## src/rtl/sdram_pkg.sv

```systemverilog
// Constants and FSM encoding shared by the SDRAM-side blocks on the 143 MHz domain.
// The framebuffer is 320x240 RGB565 pixels.
package sdram_pkg;

  localparam int FRAME_PIXELS = 76800;
  localparam int ADDR_W       = 20;
  localparam int DATA_W       = 16;

  typedef enum logic [1:0] {
    IDLE    = 2'd0,
    REQ     = 2'd1,
    DISCARD = 2'd2
  } prefetch_state_t;

endpackage

```

## src/rtl/pix_fifo.sv

```systemverilog
// Synchronous show-ahead FIFO: dout presents the head entry without a pop.
// A flush wins over a push or pop in the same cycle.
module pix_fifo #(
  parameter int DEPTH = 16,
  parameter int WIDTH = 16
) (
  input  logic                     clk,
  input  logic                     rst_n,
  input  logic                     push,
  input  logic                     pop,
  input  logic                     flush,
  input  logic [WIDTH-1:0]         din,
  output logic [WIDTH-1:0]         dout,
  output logic                     empty,
  output logic [$clog2(DEPTH):0]   level
);

  localparam int              PTR_W      = $clog2(DEPTH);
  localparam logic [PTR_W:0]  FULL_LEVEL = (PTR_W + 1)'(DEPTH);

  logic [WIDTH-1:0] mem [DEPTH];
  logic [PTR_W-1:0] wr_ptr;
  logic [PTR_W-1:0] rd_ptr;
  logic             do_push;
  logic             do_pop;

  assign empty   = (level == '0);
  assign do_push = push && (level != FULL_LEVEL);
  assign do_pop  = pop && !empty;

  // NOTE: sequential state uses non-blocking assignments so every register samples pre-edge values.
  always_ff @(posedge clk or negedge rst_n) begin
    if (!rst_n) begin
      wr_ptr <= '0;
      rd_ptr <= '0;
      level  <= '0;
    end else if (flush) begin
      wr_ptr <= '0;
      rd_ptr <= '0;
      level  <= '0;
    end else begin
      if (do_push) wr_ptr <= wr_ptr + 1'b1;
      if (do_pop)  rd_ptr <= rd_ptr + 1'b1;
      if (do_push && !do_pop)      level <= level + 1'b1;
      else if (!do_push && do_pop) level <= level - 1'b1;
    end
  end

  // NOTE: the storage array is deliberately not reset; pointers and level alone define validity.
  always_ff @(posedge clk) begin
    if (do_push && !flush) mem[wr_ptr] <= din;
  end

  assign dout = empty ? '0 : mem[rd_ptr];

endmodule

```

## src/rtl/vga_read_prefetch.sv

```systemverilog
// Linear framebuffer read prefetcher: one outstanding level-held SDRAM read at a time,
// results buffered in a show-ahead FIFO popped by the VGA scan-out.
module vga_read_prefetch #(
  parameter int FRAME_PIXELS = sdram_pkg::FRAME_PIXELS,
  parameter int ADDR_W       = sdram_pkg::ADDR_W,
  parameter int DATA_W       = sdram_pkg::DATA_W,
  parameter int FIFO_DEPTH   = 16
) (
  input  logic                          clk_143MHz,
  input  logic                          rst_n,
  input  logic                          frame_start,
  input  logic                          pix_req,
  output logic [DATA_W-1:0]             pix_data,
  output logic                          pix_valid,
  output logic                          underflow,
  output logic [$clog2(FIFO_DEPTH):0]   fifo_level,
  input  logic                          write_busy,
  output logic                          start_read,
  output logic [ADDR_W-1:0]             read_addr,
  input  logic [DATA_W-1:0]             read_pixel,
  input  logic                          read_valid
);

  import sdram_pkg::*;

  localparam int                LVL_W      = $clog2(FIFO_DEPTH) + 1;
  localparam logic [LVL_W-1:0]  FULL_LEVEL = LVL_W'(FIFO_DEPTH);
  localparam logic [ADDR_W-1:0] LAST_ADDR  = ADDR_W'(FRAME_PIXELS - 1);

  prefetch_state_t   state;
  prefetch_state_t   state_d;
  logic [ADDR_W-1:0] next_addr;
  logic              issue;
  logic              accept;
  logic              fifo_empty;

  // NOTE: every always_comb output gets a default first so no path can infer a latch.
  always_comb begin
    state_d = state;
    issue   = 1'b0;
    accept  = 1'b0;
    case (state)
      IDLE: begin
        if (!frame_start && !write_busy && fifo_level != FULL_LEVEL) begin
          state_d = REQ;
          issue   = 1'b1;
        end
      end
      REQ: begin
        // A completion coinciding with frame_start belongs to the old frame and is dropped.
        if (read_valid) begin
          state_d = IDLE;
          accept  = !frame_start;
        end else if (frame_start) begin
          state_d = DISCARD;
        end
      end
      DISCARD: begin
        if (read_valid) state_d = IDLE;
      end
      default: state_d = IDLE;
    endcase
  end

  always_ff @(posedge clk_143MHz or negedge rst_n) begin
    if (!rst_n) begin
      state      <= IDLE;
      start_read <= 1'b0;
      read_addr  <= '0;
      next_addr  <= '0;
      underflow  <= 1'b0;
    end else begin
      state      <= state_d;
      start_read <= (state_d != IDLE);
      if (issue) read_addr <= next_addr;

      if (frame_start)  next_addr <= '0;
      else if (accept)  next_addr <= (next_addr == LAST_ADDR) ? '0 : next_addr + 1'b1;

      if (frame_start)                underflow <= 1'b0;
      else if (pix_req && fifo_empty) underflow <= 1'b1;
    end
  end

  pix_fifo #(
    .DEPTH (FIFO_DEPTH),
    .WIDTH (DATA_W)
  ) u_fifo (
    .clk   (clk_143MHz),
    .rst_n (rst_n),
    .push  (accept),
    .pop   (pix_req),
    .flush (frame_start),
    .din   (read_pixel),
    .dout  (pix_data),
    .empty (fifo_empty),
    .level (fifo_level)
  );

  assign pix_valid = !fifo_empty;

endmodule
```

## config.mk

```make
export PLATFORM = sky130hd
export DESIGN_NAME = vga_read_prefetch
export DESIGN_NICKNAME = d
export VERILOG_FILES = /design/src/rtl/sdram_pkg.sv /design/src/rtl/pix_fifo.sv /design/src/rtl/vga_read_prefetch.sv
export SDC_FILE = /design/constraint.sdc
export NUM_CORES = 1
export LEC_CHECK = 0
export CORE_UTILIZATION = 45
export DETAILED_ROUTE_END_ITERATION = 8
export PLACE_DENSITY_LB_ADDON = 0.08
export SYNTH_ARGS = -nofsm -noshare
export SYNTH_HDL_FRONTEND = slang
export SYNTH_SLANG_ARGS = --single-unit
```

## constraint.sdc

```tcl
create_clock -name clk_143MHz -period 4.75 [get_ports clk_143MHz]
set_input_delay 0.95 -clock clk_143MHz [delete_from_list [all_inputs] [get_ports clk_143MHz]]
set_output_delay 0.95 -clock clk_143MHz [all_outputs]
set_load 0.005 [all_outputs]
```

Word-level counts from Yosys, hierarchy flattened
Memory sizes are Yosys's and may differ from the RTL's.
Cells that the tools add are included.
Operators by class
  $add $sub $neg: 5
  multiply operators: 0
  div/mod/pow operators: 0
  order comparisons: 0
  equality and inequality tests: 4
  shift operators: 0
  muxes and demuxes: 24
  bitwise operators: 0
  reductions and logical operators: 21
Operator list (count)
  20-bit 2-to-1 mux: 3
  20-bit by 1-bit adder with 20-bit output, second input constant: 1
  20-bit by 17-bit equality test with 1-bit output, second input constant: 1
  16-bit 2-to-1 mux: 1
  4-bit 2-to-1 mux: 4
  5-bit 2-to-1 mux: 3
  2-bit nonzero test: 5
  4-bit by 1-bit adder with 4-bit output, second input constant: 2
  1-bit logical AND: 8
  1-bit 2-to-1 mux: 8
  2-bit 2-to-1 mux: 4
  2-bit case mux with 3 select lines: 1
  5-bit by 1-bit adder with 5-bit output, second input constant: 1
  1-bit logical NOT: 5
  5-bit logical NOT: 1
  5-bit inequality test, second input constant: 1
  5-bit by 1-bit subtractor with 5-bit output, second input constant: 1
  3-bit nonzero test: 1
  2-bit by 1-bit equality test with 1-bit output, second input constant: 1
  2-bit equality test, second input constant: 1
  2-bit logical NOT: 1
Word-level totals
  register bits: 57
  bits in latches: 0
  memory bits (writable): 256
  bits in read-only memories: 0
  bits of input ports: 22
  output and inout port bits: 44
  logic and storage cells: 63
  memories kept: 1
Memory list
  u_fifo.mem: words 16, bits a word 16, rd ports 1, clocked after memory_dff 0, wr ports 1, RTL line pix_fifo.sv:21  | logic [WIDTH-1:0] mem [DEPTH];

Logic depth before layout (Yosys ltp)
Gate-level depths: netlist of the first run.
  depth after elaboration: 9
  depth in mapped cells: 10
  depth with buffers taken out: 9

Hierarchy
Synthesis of the first run repeated with hierarchy kept, for this count alone.
Second synthesis, totals
  cell total of the unflattened synthesis: 729
  area, all modules: 12991.2 um2
Modules (own cells, without submodules)
  pix_fifo: instances 1, cells an instance 526, area an instance 10812.9 um2, seq. area each 8012.7 um2
  vga_read_prefetch: instances 1, cells an instance 203, area an instance 2178.3 um2, seq. area each 1101.1 um2

Worst setup path after synthesis of the first run
Ideal clock, no wire load.
  kind: input to register
  start point: input read_valid
  end point: register u_fifo.level[4]
  library setup time: 0.074 ns
  data arrival time: 3.082 ns
  required time: 4.676 ns
  slack: 1.594 ns
  stages: 10
  path buffers: 1
  cell sequence: nand3b_1 -> a311oi_4 -> clkbuf_1 -> nand2b_1 -> ha_1 -> a21o_1 -> a21oi_1 -> or3b_1 -> a21o_1 -> a21oi_2
Between the ends
  word-level cells in the longest chain between the ends: 6
  elaborated cells on any way between the ends: 9
  classes of those cells: mux: 4; reduce/logical: 5
RTL lines
  start, declared: RTL line vga_read_prefetch.sv:21  | input logic read_valid
  1-bit 2-to-1 mux *: RTL line vga_read_prefetch.sv:51  | if (read_valid) begin
  1-bit 2-to-1 mux *: RTL line vga_read_prefetch.sv:42  | case (state)
  1-bit logical AND *: RTL line pix_fifo.sv:28  | assign do_push = push && (level != FULL_LEVEL);
  1-bit logical AND or 1-bit logical NOT (tied branches): RTL line pix_fifo.sv:44, pix_fifo.sv:45
  5-bit 2-to-1 mux or 1-bit logical AND (tied branches): RTL line pix_fifo.sv:44, pix_fifo.sv:45
  5-bit 2-to-1 mux or 3-bit nonzero test (tied branches)
  end signal, assigned: RTL line pix_fifo.sv:44  | if (do_push && !do_pop) level <= level + 1'b1;
  end signal, assigned: RTL line pix_fifo.sv:45  | else if (!do_push && do_pop) level <= level - 1'b1;
  end, declared: RTL line pix_fifo.sv:15  | output logic [$clog2(DEPTH):0] level
Every way passes the cells marked *; elsewhere a longest branch is shown, timed or not.
A chain may end at the register's enable or synchronous reset.

Final worst setup path of the first run
  start point: register u_fifo.level[3]
  end point: output pix_data[9]
Between the ends
  word-level cells in the longest chain between the ends: 2
RTL lines
  5-bit logical NOT: RTL line pix_fifo.sv:27  | assign empty = (level == '0);
  16-bit 2-to-1 mux: RTL line pix_fifo.sv:54  | assign dout = empty ? '0 : mem[rd_ptr];
  end, declared: RTL line vga_read_prefetch.sv:13  | output logic [DATA_W-1:0] pix_data,
No other way between the ends.

==> results of run 1 <==
[power breakdown]
group	total, W	leakage, nW	internal, W	switching (W)
Combinational	0.00129	1.38	0.000695	0.000598
Sequential	0.00313	3.08	0.00302	0.000111
Clock	0.00261	0.538	0.00155	0.00106
[logic make-up after synthesis]
logic type | count (synthesis) | synth area share, %
compound gates | 66 | 3.591
flops | 313 | 71.86
buf+inv | 43 | 1.618
mux | 116 | 15.64
fa+ha+maj | 11 | 1.144
xor+xnor | 13 | 0.9570
simple gates | 122 | 5.189
[per-stage QoR]
step | area [um2] | setup slack [ns] | utilization, % | cells | hold slack (ns)
after floorplan | 12680 | 1.594 | - | 684 | 0.4703
after detailed placement | 13930 | 0.5522 | 50.16 | 1120 | 0.4871
after CTS | 15040 | 0.3967 | 54.13 | 1181 | 0.5006
after global routing | 15040 | 0.2726 | 54.15 | 1182 | 0.5210
after global placement | 13930 | 0.6539 | 50.16 | 1120 | 0.4731
final | 15040 | 0.4441 | 54.15 | 1182 | 0.4949
[flip-flops by register name (all words and copies together) (netlist names), 2 cells and up]
signal and cells:
u_fifo.mem 256, next_addr 20, read_addr 20, u_fifo.level 5, u_fifo.rd_ptr 4, u_fifo.wr_ptr 4
state 2
[worst max-delay path by stage]
stage                                              to  slack [ns]  cells after the start
final                                     pix_data[9]        0.44                      6
after global placement    u_fifo.level[4]$_DFFE_PN0P_        0.65                     10
after CTS                                pix_data[14]        0.40                      6
after global routing                     pix_data[14]        0.27                      6
after detailed placement  u_fifo.level[4]$_DFFE_PN0P_        0.55                     10
after floorplan           u_fifo.level[4]$_DFFE_PN0P_        1.59                     10
[final cells by class]
class,instances,area [um2]
clock buffer,39,879.6
clock inverter,22,225.2
fill,2203,12740
inverter,10,37.54
multi-input combinational,328,3363
sequential,313,9120
tap,378,473.0
timing repair buffer,92,945.9
[per-layer routing]
metal,GRT usage (%),wire length (um),up-vias
li1,-,-,2948
met1,29.19,12870,3512
met2,32.61,13200,176
met3,3.186,1362,40
met4,5.092,530,0
met5,0,0,-
[worst max-delay path: cells and delay by family (launching register included)]
| kind | cells | cell delay [ns] |
|---|---|---|
| AOI/OAI and AO/OA | 1 | 0.27 |
| buffers and inverters | 2 | 0.66 |
| DFF | 1 | 0.43 |
| and+or+nand+nor | 3 | 1.47 |
[synth_stat cells, types with 2 or more instances]
| cell type | instances |
|---|---|
| a21o_1 | 3 |
| a21oi_1 | 10 |
| a22o_1 | 3 |
| a31o_2 | 3 |
| and2_1 | 14 |
| and3_1 | 6 |
| and4_1 | 9 |
| buf_1 | 5 |
| buf_2 | 11 |
| buf_6 | 4 |
| clkbuf_1 | 13 |
| dfrtp_1 | 57 |
| edfxtp_1 | 256 |
| ha_1 | 10 |
| inv_1 | 9 |
| mux2_2 | 16 |
| mux2i_1 | 35 |
| mux4_2 | 64 |
| nand2_1 | 21 |
| nand2b_1 | 2 |
| nand3_1 | 11 |
| nand3b_1 | 2 |
| nand4_1 | 8 |
| nor2_1 | 27 |
| nor3_1 | 10 |
| nor3b_1 | 2 |
| nor4b_1 | 2 |
| o211ai_1 | 3 |
| o21ai_0 | 13 |
| o22ai_1 | 16 |
| o311ai_0 | 2 |
| o31ai_1 | 2 |
| o41ai_1 | 4 |
| or3_1 | 2 |
| or4_1 | 3 |
| xnor2_1 | 5 |
| xor2_1 | 7 |
==> impl_metrics.env, run 1 <==
export IMPL_overflow=0
export IMPL_dr_total_vias=6676
export IMPL_startpoint="u_fifo.level[3]$_DFFE_PN0P_"
export IMPL_startpoint_type="register"
export IMPL_cts_tree="done"
export IMPL_syn_area_per_cell_um2=18.54
export IMPL_synth_area_leader_cell="edfxtp_1"
export IMPL_port_buffer_count=65
export IMPL_slowest_stage="nand2b_1"
export IMPL_diodes=0
export IMPL_min_to="read_addr[15]$_DFFE_PN0P_"
export IMPL_timing_rr_start="state[1]$_DFF_PN0_"
export IMPL_hold_violations=0
export IMPL_min_period_over_period_pct=90.65
export IMPL_area_growth_pct=18.63
export IMPL_ios=66
export IMPL_clockBufferDepth=3
export IMPL_ys_ff_latch=313
export IMPL_fin_crit_ns=4.306
export IMPL_clkTransAtPathRegs_ns=0.06
export IMPL_whs_path_depth=2
export IMPL_p_total_w=0.007035
export IMPL_ctsHtreeMaxLevel=2
export IMPL_postSynthCellCount=684
export IMPL_p_per_area_nw_per_um2=467.6
export IMPL_cts_root_buffer="clkbuf_16"
export IMPL_drt_iter0_drc=560
export IMPL_outcome="finished, final reports clean"
export IMPL_ys_seq_area_share_pct=71.86
export IMPL_required_ns=3.80
export IMPL_drc=0
export IMPL_numCtsBuffers=34
export IMPL_synthTopCellsByArea="edfxtp_1 (61%), mux4_2 (11%), dfrtp_1 (11%)"
export IMPL_ir_drop_mv=0.2955
export IMPL_nets=812
export IMPL_yosys_warnings=0
export IMPL_cp_max_fo=16
export IMPL_setup_worst_path_end_class="output pin"
export IMPL_max_stage_delay_ns=0.70
export IMPL_track_usage_pct=20.31
export IMPL_layout_commonest_cell="edfxtp_1"
export IMPL_tns_ns=0
export IMPL_die_y_um=169.9
export IMPL_cts_resized_gates=0
export IMPL_synthFlopType="edfxtp_1"
export IMPL_critPathKind="register to output pin"
export IMPL_netlist_area_um2=12680
export IMPL_insertion_delay_ns=0.51
export IMPL_die_w_um=169.9
export IMPL_layout_drive_gt1_share_pct=20.77
export IMPL_rsz0062_at_grt="false"
export IMPL_min_path_type="register to register"
export IMPL_synth_cell_types=51
export IMPL_first_pass_iters=5
export IMPL_coreArea_um2=27780
export IMPL_relSlewSlack_pct=34.30
export IMPL_post_drt_wl_per_cell_um=23.66
export IMPL_crit_arrival_ns=3.36
export IMPL_setup_viol=0
export IMPL_drt_total_wl_um=27970
export IMPL_ant_nets=0
export IMPL_grt_start_max_net_pins=58
export IMPL_vias_per_cell=5.648
export IMPL_die_area_um2=28860
export IMPL_grt_pass1_vias=6924
export IMPL_netlist_area_leader_share_pct=60.62
export IMPL_reg2reg_depth=9
export IMPL_start_util_pct=45.65
export IMPL_leakage_nw=4.997
export IMPL_hpwl_um=17150
export IMPL_holdCritStartpoint="read_addr[15]$_DFFE_PN0P_"
export IMPL_crit_chain="or3_1 > nor3_1 > inv_1 > nand2b_1 > o22ai_1 > clkdlybuf4s50_1"
export IMPL_synth_edf_count=256
export IMPL_r2r_end="u_fifo.level[4]$_DFFE_PN0P_"
export IMPL_rows=61
export IMPL_grt_pass1_wl_um=42970
export IMPL_syn_nets=717
export IMPL_cts_setup_buffers=0
export IMPL_synth_async_reset_ratio_pct=18.21
export IMPL_max_freq_mhz=232.2
export IMPL_worst_pin_slew_ns=0.9855
export IMPL_fin_skew_ns=0.01552
export IMPL_numClockSinks=313
export IMPL_ff2ff_setup_slack_ns=1.54
export IMPL_antenna_found_initial=0
export IMPL_postCtsHoldBufs=0
export IMPL_slew_violations=0
export IMPL_maxCapViolations=0
export IMPL_place_congestion=0.8156
export IMPL_layout_common_cells="edfxtp_1 (256), mux4_2 (64), clkdlybuf4s50_1 (64)"
Note: power is estimated with default switching activity, not from simulation.
==> run 2, diff against run 1 <==
- CELL_PAD_IN_SITES_DETAIL_PLACEMENT: default -> 0
- CELL_PAD_IN_SITES_GLOBAL_PLACEMENT: default -> 1
- SYNTH_HIERARCHICAL: default -> 1
==> impl_metrics.env, run 2 <==
export IMPL_overflow=0
export IMPL_cts_resized_gates=0
export IMPL_min_period_over_period_pct=88.89
export IMPL_layout_drive_gt1_share_pct=22.89
export IMPL_ys_seq_area_share_pct=70.15
export IMPL_drt_iter0_drc=411
export IMPL_die_area_um2=29550
export IMPL_layout_commonest_cell="edfxtp_1"
export IMPL_postSynthCellCount=729
export IMPL_layout_common_cells="edfxtp_1 (256), clkdlybuf4s50_1 (64), mux4_2 (64)"
export IMPL_synthTopCellsByArea="edfxtp_1 (59%), mux4_2 (11%), dfrtp_1 (11%)"
export IMPL_setup_viol=0
export IMPL_cts_tree="done"
export IMPL_pre_cts_ws_ns=0.6444
export IMPL_place_congestion=0.8241
export IMPL_largest_register="u_fifo/mem"
export IMPL_crit_arrival_ns=3.27
export IMPL_ios=66
export IMPL_slowest_stage="or4_4"
export IMPL_fin_cells=1231
export IMPL_critPathKind="register to output pin"
export IMPL_synth_async_reset_ratio_pct=18.21
export IMPL_start_util_pct=46.25
export IMPL_synth_edf_count=256
export IMPL_hold_violations=0
export IMPL_synthFlopType="edfxtp_1"
export IMPL_track_usage_pct=19.81
export IMPL_syn_nets=762
export IMPL_clkTransAtPathRegs_ns=0.06
export IMPL_grt_pass1_vias=7393
export IMPL_insertion_delay_ns=0.51
export IMPL_hpwl_um=17140
export IMPL_antenna_found_initial=0
export IMPL_timing_rr_start="state[1]$_DFF_PN0_"
export IMPL_max_freq_mhz=236.8
export IMPL_tns_ns=0
export IMPL_dr_total_vias=6991
export IMPL_relSlewSlack_pct=38.65
export IMPL_netlist_area_leader_share_pct=59.17
export IMPL_setup_ws_ns=0.5276
export IMPL_design_area_um2=15220
export IMPL_yosys_warnings=6
export IMPL_p_per_area_nw_per_um2=448.3
export IMPL_nFillCells=2291
export IMPL_outcome="finished, final reports clean"
export IMPL_netlist_area_um2=12990
export IMPL_min_path_type="primary input to async pin"
export IMPL_coreArea_um2=28090
export IMPL_ys_ff_latch=313
export IMPL_rows=61
export IMPL_port_buffer_count=65
export IMPL_drc=0
export IMPL_first_pass_iters=6
export IMPL_die_y_um=171.9
export IMPL_grt_start_max_net_pins=45
export IMPL_reg_top3="u_fifo/mem (256), next_addr (20), read_addr (20)"
export IMPL_slew_violations=0
export IMPL_nets=860
export IMPL_rsz0062_at_grt="false"
export IMPL_required_ns=3.80
export IMPL_syn_area_per_cell_um2=17.82
export IMPL_ant_nets=0
export IMPL_cts_setup_buffers=0
export IMPL_ir_drop_mv=0.2977
export IMPL_ctsHtreeMaxLevel=2
export IMPL_numCtsBuffers=34
export IMPL_setup_worst_path_end_class="output pin"
export IMPL_worst_pin_slew_ns=0.9180
export IMPL_post_drt_wl_per_cell_um=22.74
export IMPL_area_growth_pct=17.19
export IMPL_ff2ff_setup_slack_ns=1.55
export IMPL_numClockSinks=313
export IMPL_crit_buf_inv=2
export IMPL_startpoint_type="register"
export IMPL_die_w_um=171.9
export IMPL_startpoint="u_fifo/level[1]$_DFFE_PN0P_"
export IMPL_cpLargestDelayFamily="simple AND/OR/NAND/NOR gates"
export IMPL_crit_chain="or4_4 > nor2_8 > or3b_1 > buf_4 > o221ai_2 > clkdlybuf4s50_1"
export IMPL_postCtsHoldBufs=0
export IMPL_vias_per_cell=5.679
export IMPL_fin_crit_ns=4.222
export IMPL_drt_total_wl_um=28000
export IMPL_grt_pass1_wl_um=42920
export IMPL_ys_top_cells_by_count="edfxtp_1 (256), mux4_2 (64), dfrtp_1 (57)"
export IMPL_maxCapViolations=0
export IMPL_dp_cells=1169
export IMPL_cts_root_buffer="clkbuf_16"
export IMPL_max_stage_delay_ns=0.69
export IMPL_clockBufferDepth=3
export IMPL_placed_area_um2=14160
export IMPL_largest_reg_flops=256
export IMPL_synth_area_leader_cell="edfxtp_1"
export IMPL_fin_skew_ns=0.02012
export IMPL_synth_cell_types=64
export IMPL_cp_max_fo=9
export IMPL_leakage_nw=5.098
export IMPL_yosysMostFrequentCell="edfxtp_1"
run 2: path summary, 6_finish.rpt:
path | end | depth (start not counted)
max | pix_data[6] | 6
min | next_addr[14]$_DFFE_PN0P_ | 1
max reg2reg | u_fifo/level[4]$_DFFE_PN0P_ | 10
min reg2reg | read_addr[10]$_DFFE_PN0P_ | 1
max in group asynchronous | u_fifo/rd_ptr[0]$_DFFE_PN0P_ | 2
min in group clk_143MHz | read_addr[10]$_DFFE_PN0P_ | 1
run 2: cell type report:
cell class	instances	area, um2	share of cell area (%)
antenna	1	2.502	0.01644
timing repair buffer	102	923.4	6.065
clock inverter	18	177.7	1.167
inverter	26	97.59	0.6410
tap	378	473.0	3.107
clock buffer	43	884.6	5.810
multi-input combinational	350	3545	23.28
sequential	313	9121	59.91
run 2: logic make-up after synthesis:
group                    count (synthesis)  share of synthesized area [%]
flip-flops                             313                          70.15
AND/OR/NAND/NOR                        143                          5.711
multiplexers                           108                          14.75
AO/OA/AOI/OAI                           76                          4.902
buffers and inverters                   66                          2.562
XOR/XNOR                                12                         0.8090
adder cells (fa/ha/maj)                 11                          1.117
run 2: power by group:
| part | switching [W] | total [W] | internal [W] |
|---|---|---|---|
| Clock | 0.00103 | 0.00252 | 0.00149 |
| Combinational | 0.000506 | 0.00114 | 0.000631 |
| Sequential | 0.000155 | 0.00317 | 0.00302 |
run 2: metal layers:
layer	vias to the layer above	wire, um	GRT usage, %
met5	-	0	0
met4	0	646	5.694
met3	47	1120	3.319
met2	152	14120	34.01
met1	3680	12110	25.96
li1	3112	-	-
run 2: worst reg2reg max path: stages (launching register included):
cell and delay, ns:
dfrtp_1 0.44, nand3b_1 0.20, nor2_1 0.10, buf_4 0.17, a21boi_1 0.45, nand2_1 0.28, fa_1 0.50, a21o_1 0.22
a2111oi_0 0.48, o21ai_0 0.14, a31oi_1 0.14
run 2: through the flow:
step / util (%) / total power [W] / hold slack (ns)
finish: 54.21 / 0.006825 / 0.4611
global route: 54.20 / 0.007097 / 0.5138
CTS: 54.20 / 0.006906 / 0.4865
detailed placement: 50.41 / 0.004381 / 0.4928
global placement: 50.41 / 0.004359 / 0.4873
floorplan: - / 0.003920 / 0.4859
==> run 3, diff against run 2 <==
- CTS_CLUSTER_DIAMETER: default -> 50
- SYNTH_HIERARCHICAL: 1 -> default
==> impl_metrics.env, run 3 (same netlist as run 1, synthesis figures left out) <==
export IMPL_die_y_um=169.9
export IMPL_dr_total_vias=6648
export IMPL_startpoint_type="register"
export IMPL_post_drt_wl_per_cell_um=22.10
export IMPL_first_pass_iters=5
export IMPL_nets=823
export IMPL_place_congestion=0.8621
export IMPL_ctsHtreeMaxLevel=2
export IMPL_final_core_util_pct=54.53
export IMPL_track_usage_pct=19.16
export IMPL_grt_use_met1_pct=25.28
export IMPL_die_w_um=169.9
export IMPL_fin_crit_ns=3.966
export IMPL_cts_root_buffer="clkbuf_16"
export IMPL_coreArea_um2=27780
export IMPL_tns_ns=0
export IMPL_numClockSinks=313
export IMPL_antenna_found_initial=0
export IMPL_cts_resized_gates=0
export IMPL_largest_reg_flops=256
export IMPL_cts_setup_buffers=0
export IMPL_grt_pass1_wl_um=40900
export IMPL_layout_commonest_cell="edfxtp_1"
export IMPL_maxCapViolations=0
export IMPL_insertion_delay_ns=0.52
export IMPL_hold_violations=0
export IMPL_reg_top3="u_fifo.mem (256), next_addr (20), read_addr (20)"
export IMPL_min_period_over_period_pct=83.50
export IMPL_fin_cells=1197
export IMPL_start_util_pct=45.65
export IMPL_crit_arrival_ns=3.02
export IMPL_diodes=0
export IMPL_vias_per_cell=5.554
export IMPL_required_ns=3.80
export IMPL_min_path_type="register to register"
export IMPL_fin_skew_ns=0.01076
export IMPL_nFillCells=2213
export IMPL_outcome="finished, final reports clean"
export IMPL_port_buffer_count=65
export IMPL_slowest_stage="clkdlybuf4s50_1"
export IMPL_grt_busiest_layer="met2"
export IMPL_grt_use_met2_pct=32.50
export IMPL_rows=61
export IMPL_drt_total_wl_um=26460
export IMPL_startpoint="u_fifo.level[3]$_DFFE_PN0P_"
export IMPL_postCtsHoldBufs=0
export IMPL_hold_ws_ns=0.4871
export IMPL_setup_worst_path_end_class="output pin"
export IMPL_largest_register="u_fifo.mem"
export IMPL_layout_common_cells="edfxtp_1 (256), mux4_2 (64), clkdlybuf4s50_1 (64)"
export IMPL_use_met3_pct=3.140
export IMPL_slew_violations=0
export IMPL_crit_chain="or3_1 > nor3_1 > inv_1 > nand2b_1 > buf_4 > o22ai_1 > clkdlybuf4s50_1"
export IMPL_overflow=0
export IMPL_dp_cells=1129
export IMPL_grt_start_max_net_pins=58
export IMPL_layout_drive_gt1_share_pct=22.22
export IMPL_max_stage_delay_ns=0.46
export IMPL_hpwl_um=16430
export IMPL_drt_iter0_drc=507
export IMPL_cts_tree="done"
export IMPL_p_per_area_nw_per_um2=474.4
export IMPL_relSlewSlack_pct=23.44
export IMPL_grt_pass1_vias=6992
export IMPL_die_area_um2=28860
export IMPL_setup_viol=0
export IMPL_timing_rr_start="state[1]$_DFF_PN0_"
export IMPL_drc=0
export IMPL_ios=66
export IMPL_holdCritStartpoint="read_addr[4]$_DFFE_PN0P_"
export IMPL_ant_nets=0
export IMPL_pre_cts_ws_ns=0.8603
export IMPL_clkTransAtPathRegs_ns=0.06
export IMPL_worst_pin_slew_ns=1.136
export IMPL_cp_max_fo=9
export IMPL_ir_drop_mv=0.2361
export IMPL_area_growth_pct=19.45
export IMPL_setup_ws_ns=0.7839
export IMPL_rsz0062_at_grt="false"
export IMPL_max_freq_mhz=252.1
export IMPL_critPathKind="register to output pin"
export IMPL_leakage_nw=5.077
export IMPL_clockBufferDepth=3
export IMPL_numCtsBuffers=37
## run 3: cell types whose count changed in the layout (fill, tap and decap cells not counted), moves of 8 or more
cell	change
o22ai_1	+15
mux2i_1	+15
o221ai_2	-11
nand2_1	-21
o21ai_0	+9
nor2_1	-14
nor3_1	+8
inv_1	-17
and2_1	+14
## run 3: path summary, 6_finish.rpt
kind / to / slack (ns) / cells past startpoint
setup / recovery: pix_data[1] / 0.78 / 7
hold / removal: read_addr[4]$_DFFE_PN0P_ / 0.49 / 2
min in group asynchronous: u_fifo.level[0]$_DFFE_PN0P_ / 0.57 / 2
max in group asynchronous: u_fifo.rd_ptr[0]$_DFFE_PN0P_ / 3.62 / 2
hold reg to reg: read_addr[4]$_DFFE_PN0P_ / 0.49 / 2
setup reg to reg: u_fifo.level[4]$_DFFE_PN0P_ / 1.87 / 9
## run 3: layout make-up
class / instances / area, um2 / share of cell area [%]
Inverter: 10 / 37.54 / 0.2478
Clock inverter: 23 / 222.7 / 1.470
Multi-Input combinational cell: 328 / 3363 / 22.20
Clock buffer: 45 / 998.5 / 6.591
Tap cell: 378 / 473.0 / 3.122
Sequential cell: 313 / 9120 / 60.20
Timing Repair Buffer: 100 / 933.4 / 6.162
## run 3: power by group
| part | internal, W | total [W] | switching, W | leakage [nW] |
|---|---|---|---|---|
| combinational | 0.000703 | 0.00129 | 0.000588 | 1.40 |
| clock | 0.00168 | 0.00278 | 0.00110 | 0.592 |
| sequential | 0.00302 | 0.00311 | 0.0000884 | 3.08 |
## run 3: metrics by stage
stage	area (um2)	total power, W
after floorplan	12680	0.003954
after CTS	15150	0.007290
after global placement	13930	0.004471
after global routing	15150	0.007481
after detailed placement	13930	0.004485
final	15150	0.007186
## run 3: worst max-delay path, delay by kind of cell, from the launching register on
family	cells	cell delay [ns]
compound gates	1	0.12
buf+inv	3	0.91
flops	1	0.43
simple gates	3	1.02
## run 3: per-layer routing
layer	part of all wire (%)	vias to the layer above	routed length (um)
met5	0	-	0
met1	43	3463	11330
met4	2.4	0	623
met3	4.3	47	1135
met2	51	155	13360
li1	-	2983	-
